## config.mk

```make
export PLATFORM = sky130hd
export DESIGN_NAME = antiglitch_bank_ctrl
export DESIGN_NICKNAME = d
export VERILOG_FILES = /design/src/rtl/antiglitch_bank_ctrl.sv
export SDC_FILE = /design/constraint.sdc
export NUM_CORES = 1
export LEC_CHECK = 0
export CAP_MARGIN = 0
export CORE_AREA = 10 10 104 198
export DETAILED_ROUTE_END_ITERATION = 8
export DIE_AREA = 0 0 114 208
export PLACE_DENSITY = 0.8
export SLEW_MARGIN = 20
export SYNTH_ARGS = -nofsm -noshare
export SYNTH_HDL_FRONTEND = slang
export SYNTH_SLANG_ARGS = --single-unit
export TNS_END_PERCENT = 5
```

## constraint.sdc

```tcl
create_clock -name clk -period 14.12 [get_ports clk]
set_input_delay 3.53 -clock clk [delete_from_list [all_inputs] [get_ports clk]]
set_output_delay 3.53 -clock clk [all_outputs]
set_load 0.005 [all_outputs]
```

## src/rtl/antiglitch_bank_ctrl.sv

```systemverilog
`default_nettype none
// ============================================================================
// Module   : antiglitch_bank_ctrl
// Purpose  : Round-robin N-of-M antiglitch filter shared across CH channels,
//            with frame-aligned runtime N/M and a valid/ready change-event port.
//            Define ANTIGLITCH_BANK_CTRL_IRQ_EN to add sticky per-channel irq flags.
// Revision : 1.0 - initial release
// ============================================================================
module antiglitch_bank_ctrl #(
    parameter int CH    = 8,
    parameter int MMAX  = 16,
    parameter int N_DEF = 3,
    parameter int M_DEF = 4
) (
    input  logic                    clk,
    input  logic                    rst,
    input  logic [CH-1:0]           glitch,
    input  logic                    cfg_we,
    input  logic [$clog2(MMAX):0]   cfg_n,
    input  logic [$clog2(MMAX):0]   cfg_m,
    output logic [CH-1:0]           clean,
    output logic                    evt_valid,
    input  logic                    evt_ready,
    output logic [$clog2(CH)-1:0]   evt_ch,
    output logic                    evt_level,
    output logic                    frame_start
`ifdef ANTIGLITCH_BANK_CTRL_IRQ_EN
    ,
    output logic [CH-1:0]           irq_pend,
    input  logic [CH-1:0]           irq_clr,
    output logic                    irq
`endif
);

    localparam int              C_CW   = $clog2(MMAX) + 1;
    localparam int              C_PW   = $clog2(CH);
    localparam logic [C_PW-1:0] C_LAST = C_PW'(CH - 1);
    localparam logic [C_CW-1:0] C_MMAX = C_CW'(MMAX);
    localparam logic [C_CW-1:0] C_NDEF = C_CW'(N_DEF);
    localparam logic [C_CW-1:0] C_MDEF = C_CW'(M_DEF);

    // Channel scheduler and per-channel state
    logic [C_PW-1:0]            ptr_q, ptr_d;
    logic [CH-1:0][MMAX-1:0]    hist_q, hist_d;
    logic [CH-1:0]              clean_q, clean_d;

    // Pending and active configuration (raw, clamped at use)
    logic [C_CW-1:0]            n_pend_q, n_pend_d;
    logic [C_CW-1:0]            m_pend_q, m_pend_d;
    logic [C_CW-1:0]            n_act_q, n_act_d;
    logic [C_CW-1:0]            m_act_q, m_act_d;

    // Event port and frame marker
    logic                       evt_valid_q, evt_valid_d;
    logic [C_PW-1:0]            evt_ch_q, evt_ch_d;
    logic                       evt_level_q, evt_level_d;
    logic                       frame_start_q, frame_start_d;

    // Evaluation datapath
    logic                       w_stall;
    logic                       w_wrap;
    logic [C_CW-1:0]            w_m_eff;
    logic [C_CW-1:0]            w_n_eff;
    logic [MMAX-1:0]            w_new_hist;
    logic                       w_sample;
    logic                       w_cur_clean;
    logic [C_CW-1:0]            w_dist;
    logic                       w_toggle;

    assign w_stall     = evt_valid_q && !evt_ready;
    assign w_wrap      = !w_stall && (ptr_q == C_LAST);
    assign w_m_eff     = (m_act_q > C_MMAX) ? C_MMAX : m_act_q;
    assign w_n_eff     = (n_act_q == '0) ? C_CW'(1) : n_act_q;
    assign w_sample    = glitch[ptr_q];
    assign w_cur_clean = clean_q[ptr_q];
    assign w_new_hist  = {hist_q[ptr_q][MMAX-2:0], w_sample};

    // Disagreement count over the active window of the post-shift history
    always_comb begin
        w_dist = '0;
        for (int i = 0; i < MMAX; i++) begin
            if ((C_CW'(i) < w_m_eff) && (w_new_hist[i] != w_cur_clean)) begin
                w_dist = w_dist + C_CW'(1);
            end
        end
    end

    // Windows shorter than two samples degrade to pass-through; otherwise
    // d >= N can only hold when N <= M, so N > M never toggles.
    always_comb begin
        if (w_m_eff < C_CW'(2)) begin
            w_toggle = (w_sample != w_cur_clean);
        end else begin
            w_toggle = (w_dist >= w_n_eff);
        end
    end

    always_comb begin
        ptr_d         = ptr_q;
        hist_d        = hist_q;
        clean_d       = clean_q;
        n_pend_d      = n_pend_q;
        m_pend_d      = m_pend_q;
        n_act_d       = n_act_q;
        m_act_d       = m_act_q;
        evt_valid_d   = evt_valid_q;
        evt_ch_d      = evt_ch_q;
        evt_level_d   = evt_level_q;
        frame_start_d = w_wrap;

        if (cfg_we) begin
            n_pend_d = cfg_n;
            m_pend_d = cfg_m;
        end

        if (!w_stall) begin
            hist_d[ptr_q] = w_new_hist;
            ptr_d         = (ptr_q == C_LAST) ? '0 : ptr_q + C_PW'(1);

            if (w_toggle) begin
                clean_d[ptr_q] = !w_cur_clean;
                evt_valid_d    = 1'b1;
                evt_ch_d       = ptr_q;
                evt_level_d    = !w_cur_clean;
            end else if (evt_valid_q) begin
                // Not stalled with valid high means the consumer took it
                evt_valid_d = 1'b0;
            end
        end

        if (w_wrap) begin
            n_act_d = n_pend_q;
            m_act_d = m_pend_q;
        end
    end

    always_ff @(posedge clk) begin
        if (rst) begin
            ptr_q         <= '0;
            hist_q        <= '0;
            clean_q       <= '0;
            n_pend_q      <= C_NDEF;
            m_pend_q      <= C_MDEF;
            n_act_q       <= C_NDEF;
            m_act_q       <= C_MDEF;
            evt_valid_q   <= 1'b0;
            evt_ch_q      <= '0;
            evt_level_q   <= 1'b0;
            frame_start_q <= 1'b0;
        end else begin
            ptr_q         <= ptr_d;
            hist_q        <= hist_d;
            clean_q       <= clean_d;
            n_pend_q      <= n_pend_d;
            m_pend_q      <= m_pend_d;
            n_act_q       <= n_act_d;
            m_act_q       <= m_act_d;
            evt_valid_q   <= evt_valid_d;
            evt_ch_q      <= evt_ch_d;
            evt_level_q   <= evt_level_d;
            frame_start_q <= frame_start_d;
        end
    end

    assign clean       = clean_q;
    assign evt_valid   = evt_valid_q;
    assign evt_ch      = evt_ch_q;
    assign evt_level   = evt_level_q;
    assign frame_start = frame_start_q;

`ifdef ANTIGLITCH_BANK_CTRL_IRQ_EN
    logic [CH-1:0] irq_pend_q, irq_pend_d;
    logic [CH-1:0] w_irq_set;

    // Set has priority over a simultaneous clear of the same bit
    always_comb begin
        w_irq_set = '0;
        if (!w_stall && w_toggle) begin
            w_irq_set[ptr_q] = 1'b1;
        end
        irq_pend_d = (irq_pend_q & ~irq_clr) | w_irq_set;
    end

    always_ff @(posedge clk) begin
        if (rst) begin
            irq_pend_q <= '0;
        end else begin
            irq_pend_q <= irq_pend_d;
        end
    end

    assign irq_pend = irq_pend_q;
    assign irq      = |irq_pend_q;
`endif

endmodule
`default_nettype wire

```

==> results.txt <==
The number of gates resized after CTS was 0. The tools report the clock network fraction of total power as 0.197. The tightest hold path in the finished design has a slack of 0.452 ns. For this design the total switching power over the nets is 0.988 mW. The final clock period utilization by the worst path is 0.946, and the leakage dissipation is 3.59 nW. After detailed routing, the number of remaining DRC violations is 0. Fraction of synthesized cell area taken by the top area cell type: 0.341. In the final design database the tool counted 1104 nets. Number of clock sinks: 157. The clock arrives with 0.00893 ns of skew. The mapped netlist covers 9220 um^2. The clock reaches the later pin of the worst-skew pair after 0.43 ns. The switching share of power was 0.429; the number of global-route vias before repair was 7990. The number of flops mapped to enable cells by yosys came out at 0. Setup repair after global routing left no endpoint under its margin. Start-to-end type of the worst setup path: in -> reg. For the worst setup path, the data required time is 14.40 ns. Entering global routing, the biggest net connects 84 pins. The count of fill cells added during filler insertion was 1527. The number of nets handed over by synthesis was 1105. At the pin with the least slew margin, the transition time is 1.12 ns.

Clock-pin slew was measured on the worst setup and hold paths at 0.06 ns. After detailed routing, the average wire length per cell comes to 19.2 um. The total overflow left after global routing is 0. For the total global-route track usage, the log shows 0.208. The final antenna-violating net count is 0, and the post-synthesis average cell area is 8.69 um^2. 0 antenna diodes ended up in the layout. The worst path in the final design needs a cycle of 13.36 ns, including I/O delays and setup. The slowest stage of the critical path belongs to the cell or4b_1. The maximum buffer depth of the clock tree is 2, and the number of ports placed on the die boundary is 36.

Port buffering added 35 buffers. The tool flagged a number of max-cap violations equal to 0. Yosys attributes the largest share of cell area to dfxtp_1, a211oi_1, nor2_1. The number of max-slew violations in the final report was 0; the total power divided by cell area was 224 nW/um^2.

The run gives 0 as the final number of hold-violating endpoints. TritonCTS built the clock tree. The netlist uses 87 different library cells.

The run gives 6 as the iteration count of the initial detailed-routing pass. Synthesis handed over a netlist of 1061 instances. The end-of-flow core utilization was 0.593; the width of the die was 114 um. The hold buffer count at cts is 0, and the number of post-CTS setup repair buffers is 0. The part of the power in registers was 0.236.

Detailed placement finished with a half-perimeter wire length of 17700 um. Yosys printed 0 warnings. The effective utilization at floorplan was 0.531. Clock tree synthesis selected as its root buffer the cell clkbuf_16. The count of endpoints failing setup in the final report is 0.

The flow ran to the end, and the final reports show no timing, DRC or antenna violations. The share of synthesized registers carrying an async set or reset came out at 0. Overall power consumption after layout is estimated at 2.31 mW. The number of storage elements in the synthesis netlist was 157; the die area was 23700 um^2.

For the setup TNS, the log shows 0 ns. The commonest cells after synthesis are nor2_1, dfxtp_1, a211oi_1. IR analysis of the VDD net gives a maximum drop of 0.000138 V.

The worst setup path is launched from a primary input. The headroom to the max-slew limit was 0.250; the final weighted congestion in routability-driven placement was 0.939. The first routing iteration left 661 violations. The tools report the combinational share of power as 0.568. The first global-routing pass estimated 40200 um of wire. The run gives 0.0748 GHz as the highest attainable clock frequency. Among the stages of the critical path, the cell type that occurs most often is ha_1.

Across all layers, the routed design uses 7986 vias. The worst setup path is captured at a flip-flop. Yosys instantiated no cell more often than nor2_1. The critical path's largest stage delay was 0.53 ns. For this block, the routed nets add up to 24600 um of wire. The initial antenna violation count was 0; the proportion of synthesized chip area in sequential cells was 0.341. Of all cell types, the one taking the most synthesized area is dfxtp_1. Using the TritonRoute via totals, the vias-per-cell ratio works out to 6.23. The most used flip-flop cell after synthesis is dfxtp_1. Compared with the post-synthesis result, the final layout area differs by 11.7%.

Internal power comes to 1.32 mW. The worst hold path class was reg -> reg. The logs give 17400 um^2 for the core outline area and 4 for the H-tree depth reported by CTS.

The total CTS buffers is 17. After floorplanning, the core was divided into 68 placement rows. At the worst endpoint, the arrival time is 13.64 ns.

Share of cells above drive strength 1: 0.122. In this run the worst path has a maximum fanout of 15. The vertical extent of the die was 208 um.
-- layer usage --
metal	vias up	global-route usage	share of wire
met5	-	0	0
met4	0	0.133	0.058
met3	90	0.0331	0.034
met2	241	0.375	0.54
met1	3785	0.211	0.37
li1	3870	-	-
-- power groups by stage --
stage / registers [mW] / logic (mW) / clock network (mW)
2_1_floorplan: 0.535 / 1.02 / 0
3_3_place_gp: 0.550 / 1.25 / 0
3_5_place_dp: 0.552 / 1.29 / 0
4_1_cts: 0.543 / 1.29 / 0.456
5_1_grt: 0.550 / 1.45 / 0.475
6_report: 0.544 / 1.31 / 0.453
-- metrics by stage --
stage	cell area [um^2]	instances	setup WS, ns
CTS	10300	1281	0.679
detailed placement	9700	1251	0.254
global placement	9700	1251	0.488
floorplan	9220	1061	1.20
finish	10300	1281	0.759
global route	10300	1281	0.0176
-- flip-flops by register name, indices dropped and copies added, names as in the netlist --
| register | count |
|---|---|
| hist_q | 120 |
| clean | 8 |
| m_act_q | 5 |
| m_pend_q | 5 |
| n_act_q | 5 |
| n_pend_q | 5 |
| evt_ch | 3 |
| ptr_q | 3 |
| evt_level | 1 |
| evt_valid | 1 |
| frame_start | 1 |
-- worst max-delay path, delay by kind of cell --
kind / cells / cell delay [ns]
adders and majority gates: 10 / 3.01
xor gates and xnor gates: 5 / 0.77
muxes: 7 / 1.69
AOI/OAI and AO/OA: 10 / 2.05
buffers and inverters: 5 / 0.93
and+or+nand+nor: 12 / 1.65
-- cell type report --
cell class / count / area, um^2 / area share
inverters: 20 / 76.3 / 0.00741
multi-input cells: 808 / 5730 / 0.556
well taps: 210 / 263 / 0.0255
clock inverters: 9 / 111 / 0.0108
flip-flops and latches: 157 / 3150 / 0.305
clock buffers: 21 / 470 / 0.0457
repair buffers: 56 / 505 / 0.0491
-- final timing paths --
path                                                from  depth (start not counted)  slack [ns]                       to
worst min register to register  m_pend_q[4]$_SDFFE_PP0P_                          2        0.45  m_act_q[4]$_SDFFE_PP0P_
worst min-delay path            m_pend_q[4]$_SDFFE_PP0P_                          2        0.45  m_act_q[4]$_SDFFE_PP0P_
worst max-delay path                           glitch[4]                         49        0.76    clean[4]$_SDFFE_PP0P_
worst max register to register     ptr_q[2]$_SDFFE_PP0N_                         52        2.63    clean[4]$_SDFFE_PP0P_
-- kinds of logic after synthesis --
| logic type | Yosys count | share of synthesized area |
|---|---|---|
| muxes | 70 | 0.104 |
| xor gates and xnor gates | 73 | 0.0809 |
| buffers and inverters | 96 | 0.0430 |
| adders and majority gates | 23 | 0.0309 |
| and+or+nand+nor | 354 | 0.169 |
| AOI/OAI and AO/OA | 288 | 0.231 |
| DFF | 157 | 0.341 |
-- cell usage in the layout (no fill, tap or decap), types with 4 or more instances in the layout --
master,Yosys,layout
nor2_1,186,186
buf_4,2,22
o22ai_1,4,4
ha_1,22,22
inv_1,16,16
clkdlybuf4s50_1,0,34
mux2i_1,30,30
nor3_2,0,5
o2111ai_1,8,8
and2_1,11,11
o21a_1,6,6
and3_1,6,6
a21o_1,4,4
clkbuf_16,0,17
xor2_1,14,14
xnor2_1,49,49
or3_1,7,7
a211o_1,6,6
dfxtp_1,157,155
a22oi_1,12,11
a221oi_1,10,9
mux4_2,15,15
o21ai_0,24,22
mux2_2,20,20
nand2_1,72,72
a31oi_1,7,7
a21oi_1,44,43
nor2b_1,10,10
nand3_1,19,19
nor3_1,14,9
nand4_1,4,4
a211oi_1,122,122
Note: power is estimated with default switching activity, not from simulation.
